==> config.mk <==
export PLATFORM = sky130hd
export DESIGN_NAME = mem_bus_arbiter
export DESIGN_NICKNAME = d
export VERILOG_FILES = /design/src/rtl/mem_bus_arbiter.sv
export SDC_FILE = /design/constraint.sdc
export NUM_CORES = 1
export LEC_CHECK = 0
export ABC_AREA = 0
export CAP_MARGIN = 5
export CORE_AREA = 2 2 134 97
export CTS_CLUSTER_SIZE = 20
export DETAILED_ROUTE_END_ITERATION = 7
export DIE_AREA = 0 0 136 99
export GPL_TIMING_DRIVEN = 0
export HOLD_SLACK_MARGIN = 0.08
export PLACE_DENSITY = 0.75
export RECOVER_POWER = 50
export SLEW_MARGIN = 20
export SYNTH_ARGS = -nofsm -noshare
export SYNTH_HDL_FRONTEND = slang
export SYNTH_SLANG_ARGS = --single-unit
==> constraint.sdc <==
create_clock -name CLK -period 2 [get_ports CLK]
set_input_delay 0.4 -clock CLK [delete_from_list [all_inputs] [get_ports CLK]]
set_output_delay 0.4 -clock CLK [all_outputs]
set_load 0.005 [all_outputs]
==> src/rtl/mem_bus_arbiter.sv <==
// mem_bus_arbiter: shares the single-port 128x32 Memory between the CPU
// (port 0) and an auxiliary loader/debug master (port 1).
// Ports: CLK, RST (sync, active-high); per master req/we/addr/wdata in,
//   ack (1-cycle pulse) and rdata (held) out; mem_cs/mem_we/mem_addr/
//   mem_wdata/mem_drive toward Memory, mem_rdata from Mem_Bus;
//   busy (ACCESS or RESP), grant (owner of current/last transaction).
module mem_bus_arbiter #(
   parameter int ADDR_W   = 7,
   parameter int DATA_W   = 32,
   parameter int RR_MODE  = 0,
   parameter int MAX_WAIT = 4
) (
   input  logic              CLK,
   input  logic              RST,
   input  logic              req0,
   input  logic              req1,
   input  logic              we0,
   input  logic              we1,
   input  logic [ADDR_W-1:0] addr0,
   input  logic [ADDR_W-1:0] addr1,
   input  logic [DATA_W-1:0] wdata0,
   input  logic [DATA_W-1:0] wdata1,
   output logic              ack0,
   output logic              ack1,
   output logic [DATA_W-1:0] rdata0,
   output logic [DATA_W-1:0] rdata1,
   output logic              mem_cs,
   output logic              mem_we,
   output logic [ADDR_W-1:0] mem_addr,
   output logic [DATA_W-1:0] mem_wdata,
   output logic              mem_drive,
   input  logic [DATA_W-1:0] mem_rdata,
   output logic              busy,
   output logic              grant
);

   localparam int WC_W = (MAX_WAIT > 0) ? $clog2(MAX_WAIT + 1) : 1;
   localparam logic [WC_W-1:0] WC_MAX = WC_W'(MAX_WAIT);

   typedef enum logic [1:0] {IDLE, ACCESS, RESP} state_t;

   state_t            state_q, state_d;
   logic              mem_cs_q, mem_cs_d;
   logic              mem_we_q, mem_we_d;
   logic [ADDR_W-1:0] mem_addr_q, mem_addr_d;
   logic [DATA_W-1:0] mem_wdata_q, mem_wdata_d;
   logic              ack0_q, ack0_d;
   logic              ack1_q, ack1_d;
   logic [DATA_W-1:0] rdata0_q, rdata0_d;
   logic [DATA_W-1:0] rdata1_q, rdata1_d;
   logic              busy_q, busy_d;
   logic              grant_q, grant_d;
   logic [WC_W-1:0]   wait_cnt_q, wait_cnt_d;
   logic              win;

   always_comb begin
      // Winner of an IDLE decision: a lone requester always wins; a tie
      // alternates (RR) or goes to port 0 until port 1 has lost MAX_WAIT times.
      win = req1;
      if (req0 && req1) begin
         if (RR_MODE != 0) win = ~grant_q;
         else              win = (wait_cnt_q == WC_MAX);
      end
   end

   always_comb begin
      state_d     = state_q;
      mem_cs_d    = 1'b0;
      mem_we_d    = 1'b0;
      mem_addr_d  = mem_addr_q;
      mem_wdata_d = mem_wdata_q;
      ack0_d      = 1'b0;
      ack1_d      = 1'b0;
      rdata0_d    = rdata0_q;
      rdata1_d    = rdata1_q;
      grant_d     = grant_q;
      wait_cnt_d  = wait_cnt_q;
      unique case (state_q)
         IDLE: begin
            if (!req1 || win)              wait_cnt_d = '0;
            else if (wait_cnt_q != WC_MAX) wait_cnt_d = wait_cnt_q + 1'b1;
            if (req0 || req1) begin
               // Latch the winner's request; inputs are ignored until next IDLE.
               state_d     = ACCESS;
               grant_d     = win;
               mem_cs_d    = 1'b1;
               mem_we_d    = win ? we1 : we0;
               mem_addr_d  = win ? addr1 : addr0;
               mem_wdata_d = win ? wdata1 : wdata0;
            end
         end
         ACCESS: begin
            // Memory drove read data at the mid-cycle negedge.
            state_d = RESP;
            if (!mem_we_q) begin
               if (grant_q) rdata1_d = mem_rdata;
               else         rdata0_d = mem_rdata;
            end
            ack0_d = ~grant_q;
            ack1_d = grant_q;
         end
         RESP:    state_d = IDLE;
         default: state_d = IDLE;
      endcase
      busy_d = (state_d != IDLE);
   end

   always_ff @(posedge CLK) begin
      if (RST) begin
         state_q     <= IDLE;
         mem_cs_q    <= 1'b0;
         mem_we_q    <= 1'b0;
         mem_addr_q  <= '0;
         mem_wdata_q <= '0;
         ack0_q      <= 1'b0;
         ack1_q      <= 1'b0;
         rdata0_q    <= '0;
         rdata1_q    <= '0;
         busy_q      <= 1'b0;
         grant_q     <= 1'b1;
         wait_cnt_q  <= '0;
      end else begin
         state_q     <= state_d;
         mem_cs_q    <= mem_cs_d;
         mem_we_q    <= mem_we_d;
         mem_addr_q  <= mem_addr_d;
         mem_wdata_q <= mem_wdata_d;
         ack0_q      <= ack0_d;
         ack1_q      <= ack1_d;
         rdata0_q    <= rdata0_d;
         rdata1_q    <= rdata1_d;
         busy_q      <= busy_d;
         grant_q     <= grant_d;
         wait_cnt_q  <= wait_cnt_d;
      end
   end

   assign mem_cs    = mem_cs_q;
   assign mem_we    = mem_we_q;
   assign mem_drive = mem_we_q;
   assign mem_addr  = mem_addr_q;
   assign mem_wdata = mem_wdata_q;
   assign ack0      = ack0_q;
   assign ack1      = ack1_q;
   assign rdata0    = rdata0_q;
   assign rdata1    = rdata1_q;
   assign busy      = busy_q;
   assign grant     = grant_q;

endmodule

## Word-level counts from Yosys, hierarchy flattened

Index checks and enable logic that the tools add are counted.

| word-level totals | value |
|---|---|
| flip-flop bits (word level) | 114 |
| bits in latches | 0 |
| memory bits (writable) | 0 |
| memory bits (read-only) | 0 |
| output and inout port bits | 110 |
| memories | 0 |

| operators by class | value |
|---|---|
| $add $sub $neg | 1 |
| multipliers | 0 |
| div/mod/pow operators | 0 |
| $lt $le $gt $ge | 0 |
| equal/unequal tests | 3 |
| shift-type cells | 0 |
| mux-type cells | 9 |
| bitwise logic cells | 5 |
| reductions and logical operators | 14 |

Operators by type and width:

| kind | count |
|---|---|
| $mux 32 | 1 |
| $mux 7 | 1 |
| $mux 3 | 2 |
| $reduce_and 3->1 | 2 |
| $not 1->1 | 5 |
| $pmux 2 s2 | 1 |
| $reduce_and 2->1 | 2 |
| $reduce_bool 2->1 | 2 |
| $reduce_or 2->1 | 2 |
| $add 3x1->3 const B | 1 |
| $eq 3x3->1 const B | 1 |
| $mux 1 | 3 |
| $ne 3x3->1 const B | 1 |
| $reduce_or 3->1 | 1 |
| $eq 2x1->1 const B | 1 |
| $logic_not 2->1 | 1 |
| $logic_or 1x1->1 | 2 |
| $mux 2 | 1 |
| $logic_and 1x1->1 | 1 |
| $logic_not 1->1 | 1 |

## Depth between registers and ports, before layout

Gate-level depths: netlist (run 1).

| depth | value |
|---|---|
| depth in word-level cells | 5 |
| gate-level depth with buffers | 6 |
| gate-level depth less buffers | 5 |

## Least setup slack after synthesis (run 1)

No wires, ideal clock.

| timing path | value |
|---|---|
| kind | register to register |
| start point | register wait_cnt_q[0] |
| end point | register mem_wdata_q[10], in the netlist mem_wdata[10] |
| setup time | 0.134 ns |
| arrival time | 1.476 ns |
| setup slack | 0.391 ns |
| stages on the path, launching flop included | 7 |
| clock period less this slack | 1.609 ns |
| cell sequence | dfxtp_1 -> inv_1 -> ha_1 -> a21bo_2 -> buf_2 -> a2111oi_0 -> nor4_1 |

| on the way | value |
|---|---|
| cells in the longest elaborated chain, start to end | 3 |

Ends and longest elaborated chain:

| what | line | text |
|---|---|---|
| start, declared | 53 | `logic [WC_W-1:0] wait_cnt_q, wait_cnt_d;` |
| start signal, assigned | 134 | `wait_cnt_q <= wait_cnt_d;` |
| $eq 3x3->1 | 62 | `else win = (wait_cnt_q == WC_MAX);` |
| $mux 1 | 60 | `if (req0 && req1) begin` |
| $mux 32 | 89 | `mem_wdata_d = win ? wdata1 : wdata0;` |
| end signal, assigned | 127 | `mem_wdata_q <= mem_wdata_d;` |
| end, declared | 46 | `logic [DATA_W-1:0] mem_wdata_q, mem_wdata_d;` |

Every way passes these cells.
A chain may end at the register's enable or synchronous reset.

## Worst setup path in the final report (run 1)

| timing path | value |
|---|---|
| start point | register wait_cnt_q[0] |
| end point | register mem_wdata_q[2], in the netlist mem_wdata[2] |

Same word-level chain as after synthesis.

==> metrics.log, run 1 <==
INFO  metric result_of_the_run = finished clean
INFO  metric min_period = 1.93 ns
INFO  metric yosysTopAreaCell = dfxtp_1
INFO  metric finish.utilization = 64.8%
INFO  metric syn_to_final_growth = 62.1%
INFO  metric ant_nets = 0
INFO  metric slew_headroom = 53.3%
INFO  metric synthFlopType = dfxtp_1
INFO  metric cts_tree = yes
INFO  metric global_route_wire_length_before_repair = 27.4 mm
INFO  metric synth-warning-count = 0
INFO  metric floorplan.core_area = 12200 µm²
INFO  metric pwr_density_cell = 853 nW/µm²
INFO  metric grt_pass1_vias = 5327
INFO  metric drt-vias-per-instance = 5.55
INFO  metric worstPathMaxFanout = 10
INFO  metric floorplan.die.height = 99 µm
INFO  metric detail_route.wirelength = 17.5 mm
INFO  metric tightest_slew = 0.700 ns
INFO  metric critical_path.top_delay_family = compound AO/OA/AOI/OAI gates
INFO  metric setup_tns = 0 ns
INFO  metric yosys.cell_types.count = 34
INFO  metric cts.path.max_buffers = 2
INFO  metric ir_drop = 0.567 mV
INFO  metric total_power = 6.72 mW
INFO  metric multi_input_comb_area = 2240 µm²
INFO  metric number_of_setup_violations_in_the_final_report = 0
INFO  metric timing.critical_path.slowest_cell_delay = 0.51 ns
INFO  metric critPathArrivalTime = 2.18 ns
INFO  metric synthesis.area_per_instance = 8.52 µm²
INFO  metric worst-path-buf-inv = 2
INFO  metric critical_path_required = 2.25 ns
INFO  metric average_wire_per_cell_in_the_routed_design = 17.8 µm
INFO  metric dieArea = 13500 µm²
INFO  metric yosys-top-cells-count = 134 x nand2_1, 114 x dfxtp_1, 106 x a21oi_1
INFO  metric rsz0062_at_grt = true
INFO  metric track_usage = 25.8%
INFO  metric max_cap_viol_count = 0
INFO  metric cts_root_buf = clkbuf_16
INFO  metric setup.worst_path.end_class = register
INFO  metric synth.ff_latch_count = 114
INFO  metric drc = 0
INFO  metric portBuffers = 223
INFO  metric gp_congestion = 0.862
INFO  metric antenna_found_initial = 0
INFO  metric postCtsResizedCells = 0
INFO  metric dp_hpwl = 13.1 mm
INFO  metric worst_skew_pair.late_latency = 0.40 ns
INFO  metric final_instance_count_excl_fillers = 984
INFO  metric rows = 34
INFO  metric clock_skew = 0.00711 ns
INFO  metric async_reset_ff_share = 0%
INFO  metric path_cells = inv_1 > ha_1 > a21bo_2 > clkbuf_1 > a2111oi_1 > nor4_1
INFO  metric initial_utilization = 40.0%
INFO  metric dr_total_vias = 5464
INFO  metric cts_htree_levels = 4
INFO  metric sort_of_element_at_the_start_of_the_critical_path = register
INFO  metric max_freq = 519 MHz
INFO  metric synthMostInstantiatedCell = nand2_1
INFO  metric seqCellArea = 2280 µm²
INFO  metric p_leak = 2.97 nW
INFO  metric layout.filler_cells = 1016
INFO  metric drt-initial-drc-count = 339
INFO  metric hold_class = reg2reg
INFO  metric finalCritPeriodShare = 96.3%
INFO  metric critical_path_class = reg2reg
INFO  metric ys_seq_area_share = 46.9%
INFO  metric die_w = 136 µm
INFO  metric holdBufCountCts = 0
INFO  metric synth_largest_type_area_fraction = 46.9%
INFO  metric critPathSlowestCell = a2111oi_1
INFO  metric clk_pin_slew = 0.05 ns
INFO  metric finalHoldViolCount = 0
INFO  metric post-place-cells = 956
INFO  metric main_area_contributors_after_synthesis = dfxtp_1 47%, a21oi_1 11%, nand2_1 10%
INFO  metric io_pins = 226
INFO  metric syn_nets = 689
INFO  metric grt_start_max_net_pins = 17
INFO  metric grt_overflow = 0
INFO  metric cts_setup_buffers = 0
INFO  metric num-nets-final = 931
INFO  metric synth_edf_count = 0
INFO  metric sinks_on_the_clock_net = 114
INFO  metric drt_pass1_iterations = 5
INFO  metric postSynthCellCount = 571
INFO  metric n_antenna_cell = 0
INFO  metric final_layout_size_suffix_gt1_share = 11.2%
INFO  metric syn-cell-area = 4860 µm²
INFO  metric number_of_buffers_created_by_cts = 17
INFO  metric final_max_slew_viol_count = 0
## sequential cells by signal, summed over array words and instances, names as in the netlist
signal      cells
rdata1         32
mem_drive       1
mem_addr        7
state_q         2
busy            1
wait_cnt_q      3
rdata0         32
ack1            1
mem_cs          1
mem_wdata      32
ack0            1
grant           1
## cell usage in the layout (no fill, tap or decap), drive strengths merged
cell type / netlist / routed
nor4b: 2 / 2
dlygate4sd3: 0 / 98
buf: 30 / 28
nor3: 1 / 1
and3: 1 / 1
nand2: 134 / 134
a21oi: 107 / 107
o21ai: 1 / 1
a2111oi: 39 / 39
or2: 2 / 2
inv: 6 / 6
or4b: 1 / 1
dfxtp: 114 / 114
a21bo: 1 / 1
nor2: 4 / 4
clkbuf: 38 / 63
ha: 2 / 2
nand4: 2 / 2
bufinv: 0 / 2
nor4bb: 1 / 1
nand4bb: 1 / 1
or3: 1 / 1
clkdlybuf4s50: 0 / 125
o211ai: 1 / 1
clkinvlp: 0 / 1
a21boi: 1 / 1
nand3: 1 / 1
clkinv: 0 / 2
a211o: 1 / 1
nor2b: 1 / 1
nor4: 78 / 78
## cells by family (layout without fill, tap and decap cells)
logic type	count (synthesis)	in the layout	share of synthesized area [%]
buf+inv	74	325	7.05
compound gates	151	151	22.5
simple gates	230	230	23.0
fa+ha+maj	2	2	0.515
flops	114	114	46.9
## routing by layer
metal,vias up,routed length (µm),track usage (%)
li1,2562,-,-
met1,2616,7830,34.6
met2,237,7820,38.8
met3,49,1220,6.02
met4,0,635,13.2
met5,-,0,0
## worst paths after layout
check / startpoint / to / slack, ns / cells after the start
max: wait_cnt_q[0] / mem_wdata[2] / 0.07 / 6
min: rdata0[17] / rdata0[17] / 0.45 / 2
min reg2reg: rdata0[17] / rdata0[17] / 0.45 / 2
max reg2reg: wait_cnt_q[0] / mem_wdata[2] / 0.07 / 6
## worst min-delay path: stages (launching register included)
cell	delay, ns
dfxtp_1	0.30
nand2_1	0.05
a21oi_1	0.05
## stage by stage
stage | worst slack [ns] | area (µm²) | hold WS, ns
after floorplan | 0.391 | 4860 | 0.449
after global placement | -0.186 | 7300 | 0.443
after detailed placement | -0.210 | 7300 | 0.447
after CTS | 0.0764 | 7870 | 0.454
after global routing | -0.0170 | 7880 | 0.472
final | 0.0745 | 7880 | 0.449
## power breakdown
part           internal [mW]  switching [mW]
Combinational          0.633           0.605
Clock                   1.97           0.993
Sequential              2.44          0.0863
## cell type report
| type | count | area share, % |
|---|---|---|
| timing repair buffer | 223 | 28.3 |
| clock inverter | 5 | 0.984 |
| multi-input combinational | 383 | 28.5 |
| tap | 162 | 2.57 |
| buffer | 68 | 4.10 |
| inverter | 6 | 0.286 |
| sequential | 114 | 29.0 |
| clock buffer | 23 | 6.32 |
No activity file was read; power rests on OpenSTA's default activity.
==> inputs of run 2 (changes only) <==
- ABC_CLOCK_PERIOD_IN_PS: not set -> 2000
==> results of run 2 <==
Final layout, timing and power as in run 1 (identical DEF).
==> inputs of run 3 (changes only) <==
- SLEW_MARGIN: 20 -> not set
==> results of run 3 <==
Final layout, timing and power as in run 1 (identical DEF).
